## src/rtl/param_config_multiplier.sv

```systemverilog
// param_config_multiplier
//   Iterative two's-complement multiplier with four modes. The datapath does one
//   shift-add step per clock and has valid/ready handshakes on both sides.
//   Modes (mode_i, latched at accept):
//     00  single lane  : A[L-1:0]*B[L-1:0], signed, sign-extended to 2*WIDTH
//     01  dual lane    : two independent signed LxL products in the WIDTH halves
//     10  full signed  : WIDTH x WIDTH
//     11  full unsigned: WIDTH x WIDTH
//   Ports:
//     clk_i, reset_i                  clock; synchronous active-high reset
//     in_valid_i / in_ready_o         operand handshake (ready only in IDLE)
//     mode_i, multiplicand_i (A),
//     multiplier_i (B)                operands, sampled at accept only
//     out_valid_o / out_ready_i       product handshake (valid only in DONE)
//     product_o                       2*WIDTH result, held stable in DONE
//     busy_o                          high while iterating
module param_config_multiplier #(
  parameter int WIDTH = 16
) (
  input  logic                 clk_i,
  input  logic                 reset_i,
  input  logic                 in_valid_i,
  output logic                 in_ready_o,
  input  logic [1:0]           mode_i,
  input  logic [WIDTH-1:0]     multiplicand_i,
  input  logic [WIDTH-1:0]     multiplier_i,
  output logic                 out_valid_o,
  input  logic                 out_ready_i,
  output logic [2*WIDTH-1:0]   product_o,
  output logic                 busy_o
);

  localparam int L  = WIDTH / 2;
  localparam int CW = $clog2(WIDTH + 1);
  localparam logic [CW-1:0] C_N_FULL = CW'(WIDTH);
  localparam logic [CW-1:0] C_N_LANE = CW'(L);

  typedef enum logic [1:0] {S_IDLE, S_BUSY, S_DONE} state_t;

  state_t               r_state;
  state_t               w_state_nxt;
  logic [1:0]           r_mode;
  logic [2*WIDTH-1:0]   r_mcand;    // single-path multiplicand, shifted left per step
  logic [WIDTH-1:0]     r_lane_lo;  // dual-lane multiplicands, shifted left per step
  logic [WIDTH-1:0]     r_lane_hi;
  logic [WIDTH-1:0]     r_mplier;   // shifted right per step
  logic [CW-1:0]        r_cnt;
  logic [2*WIDTH-1:0]   r_acc;

  logic                 w_accept;
  logic                 w_stepping;
  logic                 w_last;
  logic                 w_sub;
  logic [CW-1:0]        w_steps;
  logic [2*WIDTH-1:0]   w_pp;
  logic [2*WIDTH-1:0]   w_acc_full;
  logic [WIDTH-1:0]     w_pp_lo;
  logic [WIDTH-1:0]     w_pp_hi;
  logic [WIDTH-1:0]     w_acc_lo;
  logic [WIDTH-1:0]     w_acc_hi;
  logic [2*WIDTH-1:0]   w_acc_nxt;

  assign w_accept   = in_valid_i && (r_state == S_IDLE);
  assign w_steps    = r_mode[1] ? C_N_FULL : C_N_LANE;
  // BUSY spends N cycles stepping plus one settle cycle (r_cnt == N) before DONE.
  assign w_stepping = (r_state == S_BUSY) && (r_cnt != w_steps);
  assign w_last     = (r_cnt == (w_steps - 1'b1));
  // The sign bit of a signed multiplier carries negative weight, so its
  // partial product is subtracted instead of added.
  assign w_sub      = w_last && (r_mode != 2'b11);

  assign w_pp       = r_mplier[0] ? r_mcand : '0;
  assign w_acc_full = w_sub ? (r_acc - w_pp) : (r_acc + w_pp);

  // The upper lane's multiplier bits sit at r_mplier[L] as r_mplier shifts right.
  assign w_pp_lo    = r_mplier[0] ? r_lane_lo : '0;
  assign w_pp_hi    = r_mplier[L] ? r_lane_hi : '0;
  assign w_acc_lo   = w_sub ? (r_acc[WIDTH-1:0] - w_pp_lo)
                            : (r_acc[WIDTH-1:0] + w_pp_lo);
  assign w_acc_hi   = w_sub ? (r_acc[2*WIDTH-1:WIDTH] - w_pp_hi)
                            : (r_acc[2*WIDTH-1:WIDTH] + w_pp_hi);

  assign w_acc_nxt  = (r_mode == 2'b01) ? {w_acc_hi, w_acc_lo} : w_acc_full;

  always_ff @(posedge clk_i) begin
    if (reset_i) begin
      r_state <= S_IDLE;
    end else begin
      r_state <= w_state_nxt;
    end
  end

  always_comb begin
    w_state_nxt = r_state;
    in_ready_o  = 1'b0;
    out_valid_o = 1'b0;
    busy_o      = 1'b0;
    unique case (r_state)
      S_IDLE: begin
        in_ready_o = 1'b1;
        if (in_valid_i) w_state_nxt = S_BUSY;
      end
      S_BUSY: begin
        busy_o = 1'b1;
        if (r_cnt == w_steps) w_state_nxt = S_DONE;
      end
      S_DONE: begin
        out_valid_o = 1'b1;
        if (out_ready_i) w_state_nxt = S_IDLE;
      end
      default: w_state_nxt = S_IDLE;
    endcase
  end

  always_ff @(posedge clk_i) begin
    if (reset_i) begin
      r_mode    <= '0;
      r_mcand   <= '0;
      r_lane_lo <= '0;
      r_lane_hi <= '0;
      r_mplier  <= '0;
      r_cnt     <= '0;
      r_acc     <= '0;
    end else if (w_accept) begin
      r_mode    <= mode_i;
      r_mplier  <= multiplier_i;
      r_cnt     <= '0;
      r_acc     <= '0;
      r_lane_lo <= {{(WIDTH-L){multiplicand_i[L-1]}}, multiplicand_i[L-1:0]};
      r_lane_hi <= {{(WIDTH-L){multiplicand_i[WIDTH-1]}}, multiplicand_i[WIDTH-1:L]};
      unique case (mode_i)
        2'b00:   r_mcand <= {{(2*WIDTH-L){multiplicand_i[L-1]}}, multiplicand_i[L-1:0]};
        2'b10:   r_mcand <= {{WIDTH{multiplicand_i[WIDTH-1]}}, multiplicand_i};
        default: r_mcand <= {{WIDTH{1'b0}}, multiplicand_i};
      endcase
    end else if (w_stepping) begin
      r_acc     <= w_acc_nxt;
      r_mcand   <= r_mcand << 1;
      r_lane_lo <= r_lane_lo << 1;
      r_lane_hi <= r_lane_hi << 1;
      r_mplier  <= r_mplier >> 1;
      r_cnt     <= r_cnt + 1'b1;
    end
  end

  assign product_o = r_acc;

endmodule

```

## config.mk

```make
export PLATFORM = sky130hd
export DESIGN_NAME = param_config_multiplier
export DESIGN_NICKNAME = d
export VERILOG_FILES = /design/src/rtl/param_config_multiplier.sv
export SDC_FILE = /design/constraint.sdc
export NUM_CORES = 1
export LEC_CHECK = 0
export CAP_MARGIN = 10
export CORE_AREA = 2 2 138 167
export CTS_BUF_LIST = sky130_fd_sc_hd__clkbuf_8 sky130_fd_sc_hd__clkbuf_16
export DETAILED_ROUTE_END_ITERATION = 10
export DIE_AREA = 0 0 140 169
export HOLD_SLACK_MARGIN = 0.03
export PLACE_DENSITY = 0.55
export SYNTH_ARGS = -nofsm -noshare
export SYNTH_HDL_FRONTEND = slang
export SYNTH_SLANG_ARGS = --single-unit
export TNS_END_PERCENT = 5
```

## constraint.sdc

```tcl
create_clock -name clk_i -period 5.07 [get_ports clk_i]
set_clock_uncertainty 0.2 [all_clocks]
set_input_delay 1.014 -clock clk_i [delete_from_list [all_inputs] [get_ports clk_i]]
set_output_delay 1.014 -clock clk_i [all_outputs]
set_load 0.02 [all_outputs]
```

==> out/summary.md <==
• outcome: complete, but fails checks
• failing checks: design-rule violations
• Tcrit/Tclk final: 87.2%
• level count of the clock H-tree: 4
• Detailed Routing Iterations Pass 1: 10
• Post-Layout Cell Count: 1,548
• highest-delay cell along the critical path: sky130_fd_sc_hd__a2111oi_1
• Post-Synthesis Mean Instance Area: 7.16 um^2
• drt first-iter violations: 573
• via count of the first global-routing pass: 8,329
• top-level port count: 73
• register bit count reported by yosys: 113
• Worst-Margin Slew: 1.16 ns
• most frequent cell after synthesis: sky130_fd_sc_hd__nand2_1
• number of enable flip-flop cells after synthesis: 0
• Die W: 140 um
• Post-Synthesis Cell Area: 8710 um^2
• proportion of netlist area held by the largest area contributor: 26.0%
• count of nets after finishing: 1,353
• Syn-to-layout area delta: 17.7%
• Final Hold Vio Count: 0
• Total Die Area: 23,700 um^2
• residual overflow from global routing: 0
• final count of negative-setup-slack endpoints: 0
• dominant register cell in the synthesized netlist: sky130_fd_sc_hd__dfxtp_1
• maximum number of pins on one net before global-route repair: 51
• fraction of layout instances using a drive strength above 1: 5.28%
• reported net switching power: 1.54 mW
• Final Total Pwr: 3.94 mW
• antenna violations before repair: 0
• overall routed net length: 26,200 um
• Synth cell types: 68
• Site Rows: 60
• quantity of I/O buffers inserted on ports: 72
• max-cap check violation count: 0
• number of slew-limit violations in the final report: 0
• number of inserted filler cells in the final layout: 2,206
• power share of the clock group: 30.1%
• first-pass GRT wire length: 43,100 um
• Post-CTS Hold Buffers: 0
• Critical Path Max Stage Delay: 0.63 ns
• number of vias per cell: 5.69
• unrepaired setup endpoints after global routing: no
• smallest hold slack: 0.273 ns
• post-detailed-placement cell area: 9680 um^2
• flop2flop setup slack: 0.65 ns
• sequential power share: 27.7%
• crit-path cells: ha_1 > nand2_1 > a211oi_4 > nor2_1 > nor2_1 > a31oi_1 > o21ai_0 > ha_1 > a21oi_1 > o21ai_1 > a2111oi_1 > o31ai_1 > a2111oi_0 > nor3_1 > a21oi_1 > xnor2_1 > o2bb2ai_1
• clock tree from TritonCTS: done
• DRC errors left: 2
• Synth Net Count: 1,314
• total global routing track utilization: 22.4%
• VDD IR-drop max: 0.264 mV
• number of instances in the synthesized netlist: 1,217
• clock insertion delay at the later pin of the skew report: 0.41 ns
• Max Fanout on Critical Path: 6
• total via count in the routed design: 8,813
• Clock Sinks: 113
• Post-synth top cells: sky130_fd_sc_hd__nand2_1, sky130_fd_sc_hd__nor2_1, sky130_fd_sc_hd__a21oi_1
• switching share of power: 39.1%
• data arrival at the endpoint of the critical path: 4.57 ns
• internal power: 2.40 mW
• post-placement setup slack: 0.662 ns
• endpoint kind of the worst setup timing path: flip-flop
• clock-pin transition on the worst setup and hold timing paths: 0.06 ns
• Layout Utilization: 46.3%
• area of all placed cells without fillers: 10,300 um^2
• Worst Path Required: 5.22 ns
• detail-routed net length per standard cell: 16.9 um
• Leakage: 4.01 nW
• Combinational Power Share: 42.2%
• post-DP HPWL: 19,000 um
• Tightest Hold Check Type: reg2reg
• Power Dens Cells: 384 nW/um^2
• largest cells by area after synthesis: sky130_fd_sc_hd__dfxtp_1, sky130_fd_sc_hd__nand2_1, sky130_fd_sc_hd__ha_1
• cts bufs inserted: 17
• Bufs on Longest Clock Path: 2
• Routed Antenna Nets: 0
• count of placed standard cells including taps: 1,516
• starting density of the core: 39.3%
• Placeable Area: 22,100 um^2
• portion of the post-synthesis area used by sequential elements: 26.0%
• fmax: 226 MHz
• cell type contributing the most total cell area after synthesis: sky130_fd_sc_hd__dfxtp_1
• critical path start-end classification: reg2reg
• clock period minus worst slack: 4.42 ns
• clock root buffer master: sky130_fd_sc_hd__clkbuf_16
• Vert. Die Dim: 169 um
• global placer's final weighted congestion: 0.920
• count of yosys warnings during synthesis: 0
• FFs w/ async S/R, synth: 0%
• crit start category: flip-flop
• n_diodes: 0
• Worst Slack Setup Final: 0.649 ns
• tightest slew margin relative to the limit: 22.3%
• Total Neg Setup Slack: 0 ns
## cells by family (layout without fill, tap and decap cells)
kind of cell | count (synthesis) | count (layout) | share of synthesized area (%)
fa+ha+maj | 59 | 59 | 8.65
simple gates | 482 | 482 | 24.3
buf+inv | 91 | 143 | 3.94
flops | 113 | 113 | 26.0
mux | 11 | 11 | 1.28
xor+xnor | 78 | 78 | 7.84
compound gates | 383 | 383 | 28.0
## layout by cell type (no fill, tap or decap), types with 13 or more instances in the layout
cell                              synthesis  final
sky130_fd_sc_hd__nor2_1                 134    134
sky130_fd_sc_hd__nand3_1                 23     23
sky130_fd_sc_hd__inv_1                   22     22
sky130_fd_sc_hd__clkdlybuf4s50_1          0     71
sky130_fd_sc_hd__clkbuf_16                0     17
sky130_fd_sc_hd__nand2b_1                14     13
sky130_fd_sc_hd__nor3_1                  40     40
sky130_fd_sc_hd__a21oi_1                129    129
sky130_fd_sc_hd__a21o_1                  22     22
sky130_fd_sc_hd__o21ai_0                 66     66
sky130_fd_sc_hd__nand2_1                209    208
sky130_fd_sc_hd__xor2_1                  32     32
sky130_fd_sc_hd__dfxtp_1                113    112
sky130_fd_sc_hd__buf_4                    0     17
sky130_fd_sc_hd__a31oi_1                 28     28
sky130_fd_sc_hd__a311oi_1                28     28
sky130_fd_sc_hd__ha_1                    57     57
sky130_fd_sc_hd__xnor2_1                 46     46
## power groups by stage
stage	Sequential [mW]	Combinational [mW]	Clock [mW]
after floorplan	1.09	1.25	0
after global placement	1.11	1.64	0
after detailed placement	1.11	1.64	0
after CTS	1.09	1.65	1.20
after global routing	1.11	1.87	1.24
final	1.09	1.66	1.18
## metal layers
metal	vias to the layer above	global-route usage [%]	part of all wire, %
met3	38	3.08	4.4
met1	4097	32.6	51
met2	209	34.4	43
met5	-	0	0
li1	4469	-	-
met4	0	6.54	1.7
## flip-flops by register name, indices dropped and copies added, names as in the netlist
register,cells
r_cnt,5
product_o,32
r_mode,2
r_state,2
r_lane_lo,8
r_mplier,16
r_mcand,32
r_lane_hi,16
## worst max-delay path: cells and delay by family, from the launching register on
family	cells	cell delay [ns]
compound gates	10	2.43
simple gates	4	0.71
fa+ha+maj	2	0.51
flops	1	0.38
xor+xnor	1	0.14
## repair_timing
item,CTS,global route
buffers inserted,0,0
setup endpoints to repair,0,1
gates resized for setup,0,1
## path summary, 6_finish.rpt
kind	startpoint	end	cells past startpoint
max	r_cnt[0]	product_o[14]	17
min	product_o[6]	product_o[6]	2
min reg2reg	product_o[6]	product_o[6]	2
max reg2reg	r_cnt[0]	product_o[14]	17
## layout make-up
class	count	area, um^2	area share, %
Clock buffer	20	467	4.55
Clock inverter	12	108	1.05
Inverter	22	82.6	0.805
Multi-Input combinational cell	1013	6140	59.9
Sequential cell	113	2260	22.1
Tap cell	279	349	3.40
Timing Repair Buffer	89	843	8.22
Note: power is estimated with default switching activity, not from simulation.
